## config.mk

```make
export PLATFORM = sky130hd
export DESIGN_NAME = seg7_scan_ctrl
export DESIGN_NICKNAME = d
export VERILOG_FILES = /design/src/rtl/seg7_pkg.sv /design/src/rtl/seg7_digit_mask.sv /design/src/rtl/seg7_scan_ctrl.sv
export SDC_FILE = /design/constraint.sdc
export NUM_CORES = 1
export LEC_CHECK = 0
export ABC_AREA = 1
export CAP_MARGIN = 10
export CORE_MARGIN = 4
export CORE_UTILIZATION = 40
export DETAILED_ROUTE_END_ITERATION = 6
export MAX_ROUTING_LAYER = met4
export PLACE_DENSITY_LB_ADDON = 0.3
export SLEW_MARGIN = 20
export SYNTH_ARGS = -nofsm -noshare
export SYNTH_HDL_FRONTEND = slang
export SYNTH_SLANG_ARGS = --single-unit
```

## constraint.sdc

```tcl
create_clock -name clk -period 2.2 [get_ports clk]
set_clock_uncertainty 0.2 [all_clocks]
set_input_delay 0.33 -clock clk [delete_from_list [all_inputs] [get_ports clk]]
set_output_delay 0.33 -clock clk [all_outputs]
set_load 0.05 [all_outputs]
```

## src/rtl/seg7_pkg.sv

```systemverilog
`default_nettype none
// ============================================================================
// Package  : seg7_pkg
// Summary  : Shared types, constants and helpers for the 7-segment scan
//            controller and its digit-mask sub-block.
// Revision : 1.0 - initial release
// ============================================================================
package seg7_pkg;

  // Scan FSM: BLANK turns every digit off while the decoder settles on the
  // next code, SHOW drives the enable of the current digit.
  typedef enum logic [0:0] {
    BLANK = 1'b0,
    SHOW  = 1'b1
  } state_t;

  // Largest legal BCD code; anything above is flagged and never displayed.
  localparam logic [3:0] BCD_MAX = 4'd9;

  function automatic logic is_valid_bcd(input logic [3:0] code);
    return (code <= BCD_MAX);
  endfunction

endpackage : seg7_pkg
`default_nettype wire

```

## src/rtl/seg7_digit_mask.sv

```systemverilog
`default_nettype none
// ============================================================================
// Module   : seg7_digit_mask
// Summary  : Combinational per-digit enable mask. A digit is masked off when
//            its code is not valid BCD, or when leading-zero blanking is on
//            and it is a leading zero (digit 0 is never zero-suppressed; a
//            decimal point on the digit or any higher digit keeps it lit).
// Revision : 1.0 - initial release
// ============================================================================
module seg7_digit_mask
  import seg7_pkg::*;
#(
  parameter int NUM_DIGITS = 4
) (
  input  logic [4*NUM_DIGITS-1:0] digits,
  input  logic [NUM_DIGITS-1:0]   dp,
  input  logic                    lz_blank,
  output logic [NUM_DIGITS-1:0]   en_mask
);

  // Running "everything from here upward is a blank zero" flag
  logic hi_zero;

  // Walk from the most significant digit down, tracking leading-zero status
  always_comb begin
    en_mask = '0;
    hi_zero = 1'b1;
    for (int i = NUM_DIGITS - 1; i >= 0; i--) begin
      hi_zero    = hi_zero & (digits[4*i +: 4] == 4'd0) & ~dp[i];
      en_mask[i] = is_valid_bcd(digits[4*i +: 4]) & ~(lz_blank & (i != 0) & hi_zero);
    end
  end

endmodule : seg7_digit_mask
`default_nettype wire

```

## src/rtl/seg7_scan_ctrl.sv

```systemverilog
`default_nettype none
// ============================================================================
// Module   : seg7_scan_ctrl
// Summary  : Time-multiplexed scan controller for a multi-digit 7-segment
//            display. Double-buffers the digit frame, steps through digits
//            with a blanking gap before each, applies leading-zero and
//            invalid-code suppression and flags invalid frames. All outputs
//            are registered and follow the scan state by one clock.
// Revision : 1.0 - initial release
// ============================================================================
module seg7_scan_ctrl
  import seg7_pkg::*;
#(
  parameter int NUM_DIGITS   = 4,
  parameter int REFRESH_DIV  = 1000,
  parameter int BLANK_CYCLES = 2
) (
  input  logic                    clk,
  input  logic                    rst,
  input  logic                    load,
  input  logic [4*NUM_DIGITS-1:0] digits_in,
  input  logic [NUM_DIGITS-1:0]   dp_in,
  input  logic                    lz_blank,
  output logic [3:0]              bcd_out,
  output logic [NUM_DIGITS-1:0]   digit_en,
  output logic                    dp_out,
  output logic                    frame_start,
  output logic                    err_invalid
);

  localparam int CNT_MAX = (REFRESH_DIV > BLANK_CYCLES) ? REFRESH_DIV : BLANK_CYCLES;
  localparam int CNT_W   = (CNT_MAX > 1) ? $clog2(CNT_MAX) : 1;
  localparam int IDX_W   = $clog2(NUM_DIGITS);

  localparam logic [CNT_W-1:0] BLANK_LAST = CNT_W'(BLANK_CYCLES - 1);
  localparam logic [CNT_W-1:0] SHOW_LAST  = CNT_W'(REFRESH_DIV - 1);
  localparam logic [IDX_W-1:0] IDX_LAST   = IDX_W'(NUM_DIGITS - 1);

  // Scan state
  state_t                  state_q, state_d;
  logic [IDX_W-1:0]        idx_q, idx_d;
  logic [CNT_W-1:0]        cnt_q, cnt_d;

  // Frame buffers
  logic [4*NUM_DIGITS-1:0] shadow_digits_q, shadow_digits_d;
  logic [NUM_DIGITS-1:0]   shadow_dp_q, shadow_dp_d;
  logic                    pending_q, pending_d;
  logic [4*NUM_DIGITS-1:0] active_digits_q, active_digits_d;
  logic [NUM_DIGITS-1:0]   active_dp_q, active_dp_d;
  logic                    err_invalid_q, err_invalid_d;
  logic                    frame_has_bad;

  // Registered outputs
  logic [3:0]              bcd_out_q, bcd_out_d;
  logic [NUM_DIGITS-1:0]   digit_en_q, digit_en_d;
  logic                    dp_out_q, dp_out_d;
  logic                    frame_start_q, frame_start_d;

  logic [NUM_DIGITS-1:0]   en_mask;
  logic                    frame_end;

  // Last SHOW cycle of the last digit: the active frame may be swapped here
  assign frame_end = (state_q == SHOW) && (idx_q == IDX_LAST) && (cnt_q == SHOW_LAST);

  seg7_digit_mask #(
    .NUM_DIGITS (NUM_DIGITS)
  ) u_digit_mask (
    .digits   (active_digits_q),
    .dp       (active_dp_q),
    .lz_blank (lz_blank),
    .en_mask  (en_mask)
  );

  // State register: scan FSM, frame buffers and output flops
  always_ff @(posedge clk) begin
    if (rst) begin
      state_q         <= BLANK;
      idx_q           <= '0;
      cnt_q           <= '0;
      shadow_digits_q <= '0;
      shadow_dp_q     <= '0;
      pending_q       <= 1'b0;
      active_digits_q <= '0;
      active_dp_q     <= '0;
      err_invalid_q   <= 1'b0;
      bcd_out_q       <= '0;
      digit_en_q      <= '0;
      dp_out_q        <= 1'b0;
      frame_start_q   <= 1'b0;
    end else begin
      state_q         <= state_d;
      idx_q           <= idx_d;
      cnt_q           <= cnt_d;
      shadow_digits_q <= shadow_digits_d;
      shadow_dp_q     <= shadow_dp_d;
      pending_q       <= pending_d;
      active_digits_q <= active_digits_d;
      active_dp_q     <= active_dp_d;
      err_invalid_q   <= err_invalid_d;
      bcd_out_q       <= bcd_out_d;
      digit_en_q      <= digit_en_d;
      dp_out_q        <= dp_out_d;
      frame_start_q   <= frame_start_d;
    end
  end

  // Next-state: count out the blanking gap, then the display time, then advance digit
  always_comb begin
    state_d = state_q;
    idx_d   = idx_q;
    cnt_d   = cnt_q + CNT_W'(1);
    case (state_q)
      BLANK: begin
        if (cnt_q == BLANK_LAST) begin
          state_d = SHOW;
          cnt_d   = '0;
        end
      end
      SHOW: begin
        if (cnt_q == SHOW_LAST) begin
          state_d = BLANK;
          cnt_d   = '0;
          idx_d   = (idx_q == IDX_LAST) ? '0 : idx_q + IDX_W'(1);
        end
      end
      default: begin
        state_d = BLANK;
        cnt_d   = '0;
      end
    endcase
  end

  // Double buffering: loads go to the shadow; the active frame changes only at frame end
  always_comb begin
    shadow_digits_d = shadow_digits_q;
    shadow_dp_d     = shadow_dp_q;
    pending_d       = pending_q;
    active_digits_d = active_digits_q;
    active_dp_d     = active_dp_q;
    err_invalid_d   = err_invalid_q;
    frame_has_bad   = 1'b0;
    if (load) begin
      shadow_digits_d = digits_in;
      shadow_dp_d     = dp_in;
      pending_d       = 1'b1;
    end
    if (frame_end && (load || pending_q)) begin
      // A load landing on the boundary itself bypasses the shadow
      active_digits_d = load ? digits_in : shadow_digits_q;
      active_dp_d     = load ? dp_in     : shadow_dp_q;
      pending_d       = 1'b0;
      for (int i = 0; i < NUM_DIGITS; i++) begin
        if (!is_valid_bcd(active_digits_d[4*i +: 4])) begin
          frame_has_bad = 1'b1;
        end
      end
      err_invalid_d = frame_has_bad;
    end
  end

  // Output decode: code always follows the current digit, enable only in SHOW
  always_comb begin
    bcd_out_d     = active_digits_q[{idx_q, 2'b00} +: 4];
    digit_en_d    = '0;
    dp_out_d      = 1'b0;
    frame_start_d = (state_q == BLANK) && (idx_q == '0) && (cnt_q == '0);
    if ((state_q == SHOW) && en_mask[idx_q]) begin
      digit_en_d[idx_q] = 1'b1;
      dp_out_d          = active_dp_q[idx_q];
    end
  end

  assign bcd_out     = bcd_out_q;
  assign digit_en    = digit_en_q;
  assign dp_out      = dp_out_q;
  assign frame_start = frame_start_q;
  assign err_invalid = err_invalid_q;

endmodule : seg7_scan_ctrl
`default_nettype wire

```

==> load_flow_metrics.sql <==
INSERT INTO impl_metrics (metric_group, metric, value, unit) VALUES
('yosys', 'netlist.area_leader.share', '43.79', '%'),
('yosys', 'synth.yosys.seq_area_share', '43.79', '%'),
('global_routing', 'gr-usage-all-layers', '16.06', '%'),
('die', 'fp.dieArea', '8872', 'um2'),
('clock_network', 'post_cts_repair_setup_buffers', '0', ''),
('clock_network', 'cts_bufs_inserted', '9', ''),
('worst_hold_path', 'worstHoldStart', 'shadow_digits_q[7]', ''),
('setup_path', 'worstPathArrival', '1.51', 'ns'),
('place', 'detailed_place.area', '3411', 'um2'),
('setup_path', 'cp_data_required_time', '1.67', 'ns'),
('setup_path', 'critPathCaptureType', 'primary output', ''),
('timing', 'fin_worst_hold_slack', '0.2698', 'ns'),
('clock_network', 'ctsRootBufferMaster', 'sky130_fd_sc_hd__clkbuf_8', ''),
('finish', 'post_layout_nonfiller_instances', '555', ''),
('yosys', 'synth_cells', '412', ''),
('pwr', 'p_leak', '1.530', 'nW'),
('finish', 'final.fill_count', '707', ''),
('global_routing', 'antenna_found_initial', '0', ''),
('timing', 'slew_headroom', '57.17', '%'),
('place', 'post-place-cells', '538', ''),
('finish', 'area_delta_synth_final', '22.74', '%'),
('route', 'drt_iter0_drc', '132', ''),
('route', 'num_vias', '2614', ''),
('finish', 'fin_area', '3647', 'um2'),
('setup_path', 'path_cells', 'clkdlybuf4s50_1', ''),
('setup_path', 'path_delay_family', 'buffers and inverters', ''),
('place', 'place_congestion', '0.8645', ''),
('route', 'drt-pass1-iter-count', '4', ''),
('setup_path', 'crit_path_start_kind', 'register', ''),
('timing', 'tightestPinTransition', '0.6400', 'ns'),
('clock_network', 'tritoncts_num_sinks', '65', ''),
('setup_path', 'critPathMaxStageDelay', '0.81', 'ns'),
('finish', 'drive_above_1_share', '8.991', '%'),
('clock_network', 'cts_tree', 'built', ''),
('clock_network', 'clkLatencyLatePin', '0.34', 'ns'),
('timing', 'max_freq', '491.1', 'MHz'),
('yosys', 'largest_area_contributor_in_the_netlist', 'sky130_fd_sc_hd__dfxtp_1', ''),
('finish', 'num_antenna_cells', '0', ''),
('finish', 'layout.nets', '482', ''),
('yosys', 'synth_cell_type_count', '27', ''),
('timing', 'report.final.hold_viol_count', '0', ''),
('worst_hold_path', 'min_to', 'shadow_digits_q[7]', ''),
('yosys', 'synthesis.area', '2972', 'um2'),
('setup_path', 'cpMaxStageDelayCell', 'sky130_fd_sc_hd__clkdlybuf4s50_1', ''),
('setup_path', 'ff2ff_path_depth', '7', ''),
('die', 'fp.dieH', '94.19', 'um'),
('timing', 'total_negative_slack_for_setup_checks', '0', 'ns'),
('route', 'routedWlPerCell', '11.62', 'um'),
('global_routing', 'globalRoute.totalOverflow', '0', ''),
('route', 'postRouteAntennaNets', '0', ''),
('route', 'total_wire_length', '6.451', 'mm'),
('yosys', 'avgSynthCellArea', '7.213', 'um2'),
('setup_path', 'crit-reg2reg-launch', 'cnt_q[1]', ''),
('outcome', 'run_status', 'complete, no violations', ''),
('setup_path', 'reg2reg_setup_slack', '0.29', 'ns'),
('clock_network', 'cts.reportedPaths.clkPinSlew', '0.07', 'ns'),
('die', 'core', '7253', 'um2'),
('pwr', 'pwr_density_cell', '721.3', 'nW/um2'),
('global_routing', 'pin_count_of_the_biggest_net_entering_global_routing', '28', ''),
('die', 'io_pins', '35', ''),
('yosys', 'synth.top_cells.by_area', 'sky130_fd_sc_hd__dfxtp_1, sky130_fd_sc_hd__nor2_1, sky130_fd_sc_hd__nand2_1, sky130_fd_sc_hd__inv_1, sky130_fd_sc_hd__nand4_1', ''),
('place', 'dp_hpwl', '4.620', 'mm'),
('yosys', 'ys_seq_elements', '65', ''),
('timing', 'grt_setup_unrepaired', 'no', ''),
('worst_hold_path', 'number_of_cells_traversed_by_the_worst_hold_path', '2', ''),
('setup_path', 'largest_driver_fanout_on_the_critical_path', '2', ''),
('timing', 'final_setup_violation_count', '0', ''),
('setup_path', 'worst-setup-path-type', 'register to primary output', ''),
('die', 'dieWidth', '94.19', 'um'),
('timing', 'layout_worst_path_cycle_share', '92.55', '%'),
('setup_path', 'cp_num_buf_inv', '1', '');
how the worst max path moves through the flow:
stage | from | end | slack, ns | cells past startpoint
floorplan | idx_q[1] | active_digits_q[15] | 0.51 | 7
CTS | cnt_q[1] | active_digits_q[4] | 0.14 | 7
global placement | load | active_digits_q[8] | 0.16 | 5
detailed placement | load | active_digits_q[5] | 0.09 | 5
finish | err_invalid | err_invalid | 0.16 | 1
global route | cnt_q[1] | active_dp_q[2] | 0.08 | 7
flip-flops by register name (all words and copies together), names as in the netlist, 2 cells and up:
register and count:
active_digits_q 16, shadow_digits_q 16, cnt_q 10, active_dp_q 4, bcd_out 4, digit_en 4
shadow_dp_q 4, idx_q 2
report_power, final:
group          leakage, nW  internal (W)  total, W  switching, W
logic                0.887      0.000110  0.000263      0.000153
clock network        0.113      0.000667   0.00113      0.000462
registers            0.529       0.00122   0.00124     0.0000208
total                 1.53       0.00200   0.00263      0.000635
area by class of cell:
cell class	instances	area [um2]	area share (%)
Clock buffer	11	141.4	3.877
Timing Repair Buffer	44	415.4	11.39
Sequential cell	65	1301	35.68
Clock inverter	5	78.83	2.161
Tap cell	99	123.9	3.396
Inverter	43	161.4	4.425
Multi-Input combinational cell	288	1425	39.07
cells by family (layout without fill, tap and decap cells):
family,Yosys count,count (layout),share of synthesized area (%)
AND/OR/NAND/NOR,224,225,32.84
flip-flops,65,65,43.79
buffers and inverters,60,103,8.800
AO/OA/AOI/OAI,43,43,7.453
multiplexers,8,8,2.695
adder cells (fa/ha/maj),7,7,2.947
XOR/XNOR,5,5,1.474
cells in the final DEF, fill, tap and decap left out:
master and n:
sky130_fd_sc_hd__a21oi_1 17, sky130_fd_sc_hd__a21oi_2 1, sky130_fd_sc_hd__buf_4 10, sky130_fd_sc_hd__bufinv_16 2
sky130_fd_sc_hd__clkbuf_1 1, sky130_fd_sc_hd__clkbuf_8 10, sky130_fd_sc_hd__clkdlybuf4s50_1 34, sky130_fd_sc_hd__clkinv_1 1
sky130_fd_sc_hd__clkinv_2 2, sky130_fd_sc_hd__clkinv_4 1, sky130_fd_sc_hd__dfxtp_1 65, sky130_fd_sc_hd__ha_1 7
sky130_fd_sc_hd__inv_1 36, sky130_fd_sc_hd__inv_2 6, sky130_fd_sc_hd__mux2i_1 8, sky130_fd_sc_hd__nand2_1 73
sky130_fd_sc_hd__nand2_2 2, sky130_fd_sc_hd__nand3_1 9, sky130_fd_sc_hd__nand4_1 21, sky130_fd_sc_hd__nand4_2 1
sky130_fd_sc_hd__nand4_4 1, sky130_fd_sc_hd__nor2_1 106, sky130_fd_sc_hd__nor2_2 2, sky130_fd_sc_hd__nor3_1 6
sky130_fd_sc_hd__nor3_4 3, sky130_fd_sc_hd__nor4_1 1, sky130_fd_sc_hd__o211ai_1 1, sky130_fd_sc_hd__o21ai_0 14
sky130_fd_sc_hd__o21ai_1 10, sky130_fd_sc_hd__xor2_1 5
cell usage after synthesis (all sizes together):
cell / count
mux2i: 8
nor4: 1
o211ai: 1
dfxtp: 65
nand2: 75
clkbuf: 7
ha: 7
a21oi: 18
xor2: 5
nand3: 9
nand4: 23
nor3: 8
inv: 42
clkinv: 1
o21ai: 24
buf: 10
nor2: 108
metal layers:
metal | track usage, % | share of wire, %
met3 | 3.205 | 6.6
met2 | 21.16 | 40
met4 | 7.942 | 1.9
met5 | - | 0
met1 | 23.07 | 51
stage by stage:
step                      worst slack, ns  utilization, %  total power, W
after global placement             0.1620           47.02        0.001523
after CTS                          0.1429           50.06        0.002650
after global routing              0.08220           50.28        0.002746
after floorplan                    0.5062               -        0.001426
final                              0.1639           50.28        0.002631
after detailed placement          0.09451           47.02        0.001526
repair_timing:
item	4_1_cts	5_1_grt
setup endpoints to repair	0	19
hold buffers	0	0
gates resized for setup	0	1
(Power assumes the default switching activity.)
==> RTL edit, RTL diff (same flow settings) <==
Change the package constant `BCD_MAX` from 4'd9 to 4'd4.
--- a/src/rtl/seg7_pkg.sv
+++ b/src/rtl/seg7_pkg.sv
@@ -16,5 +16,5 @@
 
   // Largest legal BCD code; anything above is flagged and never displayed.
-  localparam logic [3:0] BCD_MAX = 4'd9;
+  localparam logic [3:0] BCD_MAX = 4'd4;
 
   function automatic logic is_valid_bcd(input logic [3:0] code);
Check against the original RTL: no difference found for any inputs over 10 cycles, from zero or initial values and one cycle with rst high; that may be too few to reach the edited logic, so the function may still have changed.
==> RTL edit against the unedited design <==
Critical path type unchanged; cell area down 2.5%; count of clock-buffer cells in the layout up 2; power down 8.0%; largest cell class is now registers; global-route usage up 0.28 points; routed wire length down 3.4%; highest routed layer unchanged; synthesized area down 3.5%; first-iteration DRC count down 6.1%; sequential cell count unchanged; largest power group unchanged; setup slack better by 0.016 ns.
==> RTL edit: results (changes against the unedited design) <==
The clock tree buffer count of the final layout was 13 (was 11); the count of buffers not belonging to the clock network in the layout was 49 (was 44). The global-route wire length before repair is 10.7 mm (was 10.9 mm), and the fraction of layout instances using a drive strength above 1 is 0.0905 (was 0.0899). The number of warnings printed during yosys synthesis came out at 0 (unchanged). The tools report the internal power of the cells as 0.00181 W (was 0.00200 W). The number of global-route vias before repair was 2281 (was 2370); the final estimated routing congestion in global placement was 0.837 (was 0.865).

The run finished with clean final reports. The worst slack at placement was 0.117 ns (was 0.0945 ns); the post-detailed-placement half-perimeter wirelength was 4.65 mm (was 4.62 mm). The worst endpoint data arrival time came out at 1.49 ns (was 1.51 ns). The tools report the post-layout net count as 468 (was 482). The logs give 391 (was 412) for the number of instances in the synthesized netlist and 124 (was 132) for the number of design-rule violations left by the first detailed-router iteration. Post-synth net total: 422 (was 443). The buffering overhead is 0.131 (was 0.114). The overall fraction of global-route tracks in use came out at 0.163 (was 0.161). The number of vias per cell after detailed routing is 4.58 (was 4.71). The wire length per cell after detailed routing works out to 11.6 um (about the same). The number of unique standard cell types used by synthesis is 30 (was 27), and the sequential area share after synthesis is 0.454 (was 0.438). The cell type group with the largest total delay on the critical path was buffers and inverters (unchanged). The run gives 522 (was 538) as the number of placed instances with taps included. Synth top area cells: dfxtp_1 (45%), nand2_1 (9.9%), inv_1 (7.2%) (was dfxtp_1 (44%), nor2_1 (13%), nand2_1 (9.2%)). For the normalized max-slew margin, the log shows 0.663 (was 0.572). The static leakage was 1.56 nW (was 1.53 nW); the worst reg-to-reg path cell count was 10 (was 7).

The logs give 2465 (was 2614) for the number of vias after detailed routing and 27 (was 28) for the maximum number of pins on one net before global-route repair. Registers with the highest flip-flop counts: active_digits_q: 16 flops, shadow_digits_q: 16 flops, cnt_q: 10 flops (unchanged). Count of inverters other than clock inverters in the layout: 59 (was 43). Number of instances resized during post-cts repair: 0 (unchanged). The run gives 253 (was 288) as the multi-input combinational gate total. The run gives 1270 sq um (was 1430 sq um) as the area of the multi-input gates. The maximum vdd drop is 0.351 mV (was 0.337 mV), and the total of fill cells in the finished design is 657 (was 707).
## RTL edit: cell count changes in the layout (fill, tap and decap cells not counted), moves of 4 or more
cell and delta:
nor2_1 -51, a21oi_1 +22, inv_1 +19, nand4_1 -16, o21ai_0 +10, o21ai_1 -8
inv_2 -5, o21a_1 +5, buf_4 +4
## RTL edit: path summary, 6_finish.rpt
| path | start | end | slack, ns |
|---|---|---|---|
| worst max-delay path | err_invalid | err_invalid | 0.18 |
| worst min-delay path | active_digits_q[3] | active_digits_q[3] | 0.26 |
| worst max register to register | cnt_q[0] | active_dp_q[3] | 0.33 |
| worst min register to register | active_digits_q[3] | active_digits_q[3] | 0.26 |
## RTL edit: stage by stage
step,instance area [sq um],hold WS [ns]
after floorplan,2870,0.231
after global placement,3380,0.251
after detailed placement,3380,0.247
after CTS,3560,0.258
after global routing,3560,0.291
final,3560,0.256
## RTL edit: power by group through the flow
stage	Combinational, W	Clock [W]	Sequential, W
global placement	0.000271	0	0.00127
detailed placement	0.000279	0	0.00127
finish	0.000278	0.000902	0.00124
global route	0.000309	0.000980	0.00125
floorplan	0.000142	0	0.00128
CTS	0.000279	0.000926	0.00124
## RTL edit: logic make-up after synthesis
logic type,count (synthesis),synth area share
compound gates,72,0.133
xor+xnor,3,0.00916
fa+ha+maj,7,0.0305
buf+inv,73,0.102
flops,65,0.454
mux,6,0.0209
simple gates,165,0.251
## RTL edit: metal layers
| metal | up-vias | share of wire | track usage |
|---|---|---|---|
| met5 | - | 0 | - |
| met4 | 0 | 0.017 | 0.0830 |
| met3 | 7 | 0.048 | 0.0341 |
| met2 | 53 | 0.42 | 0.231 |
| met1 | 1087 | 0.51 | 0.220 |
| li1 | 1318 | - | - |
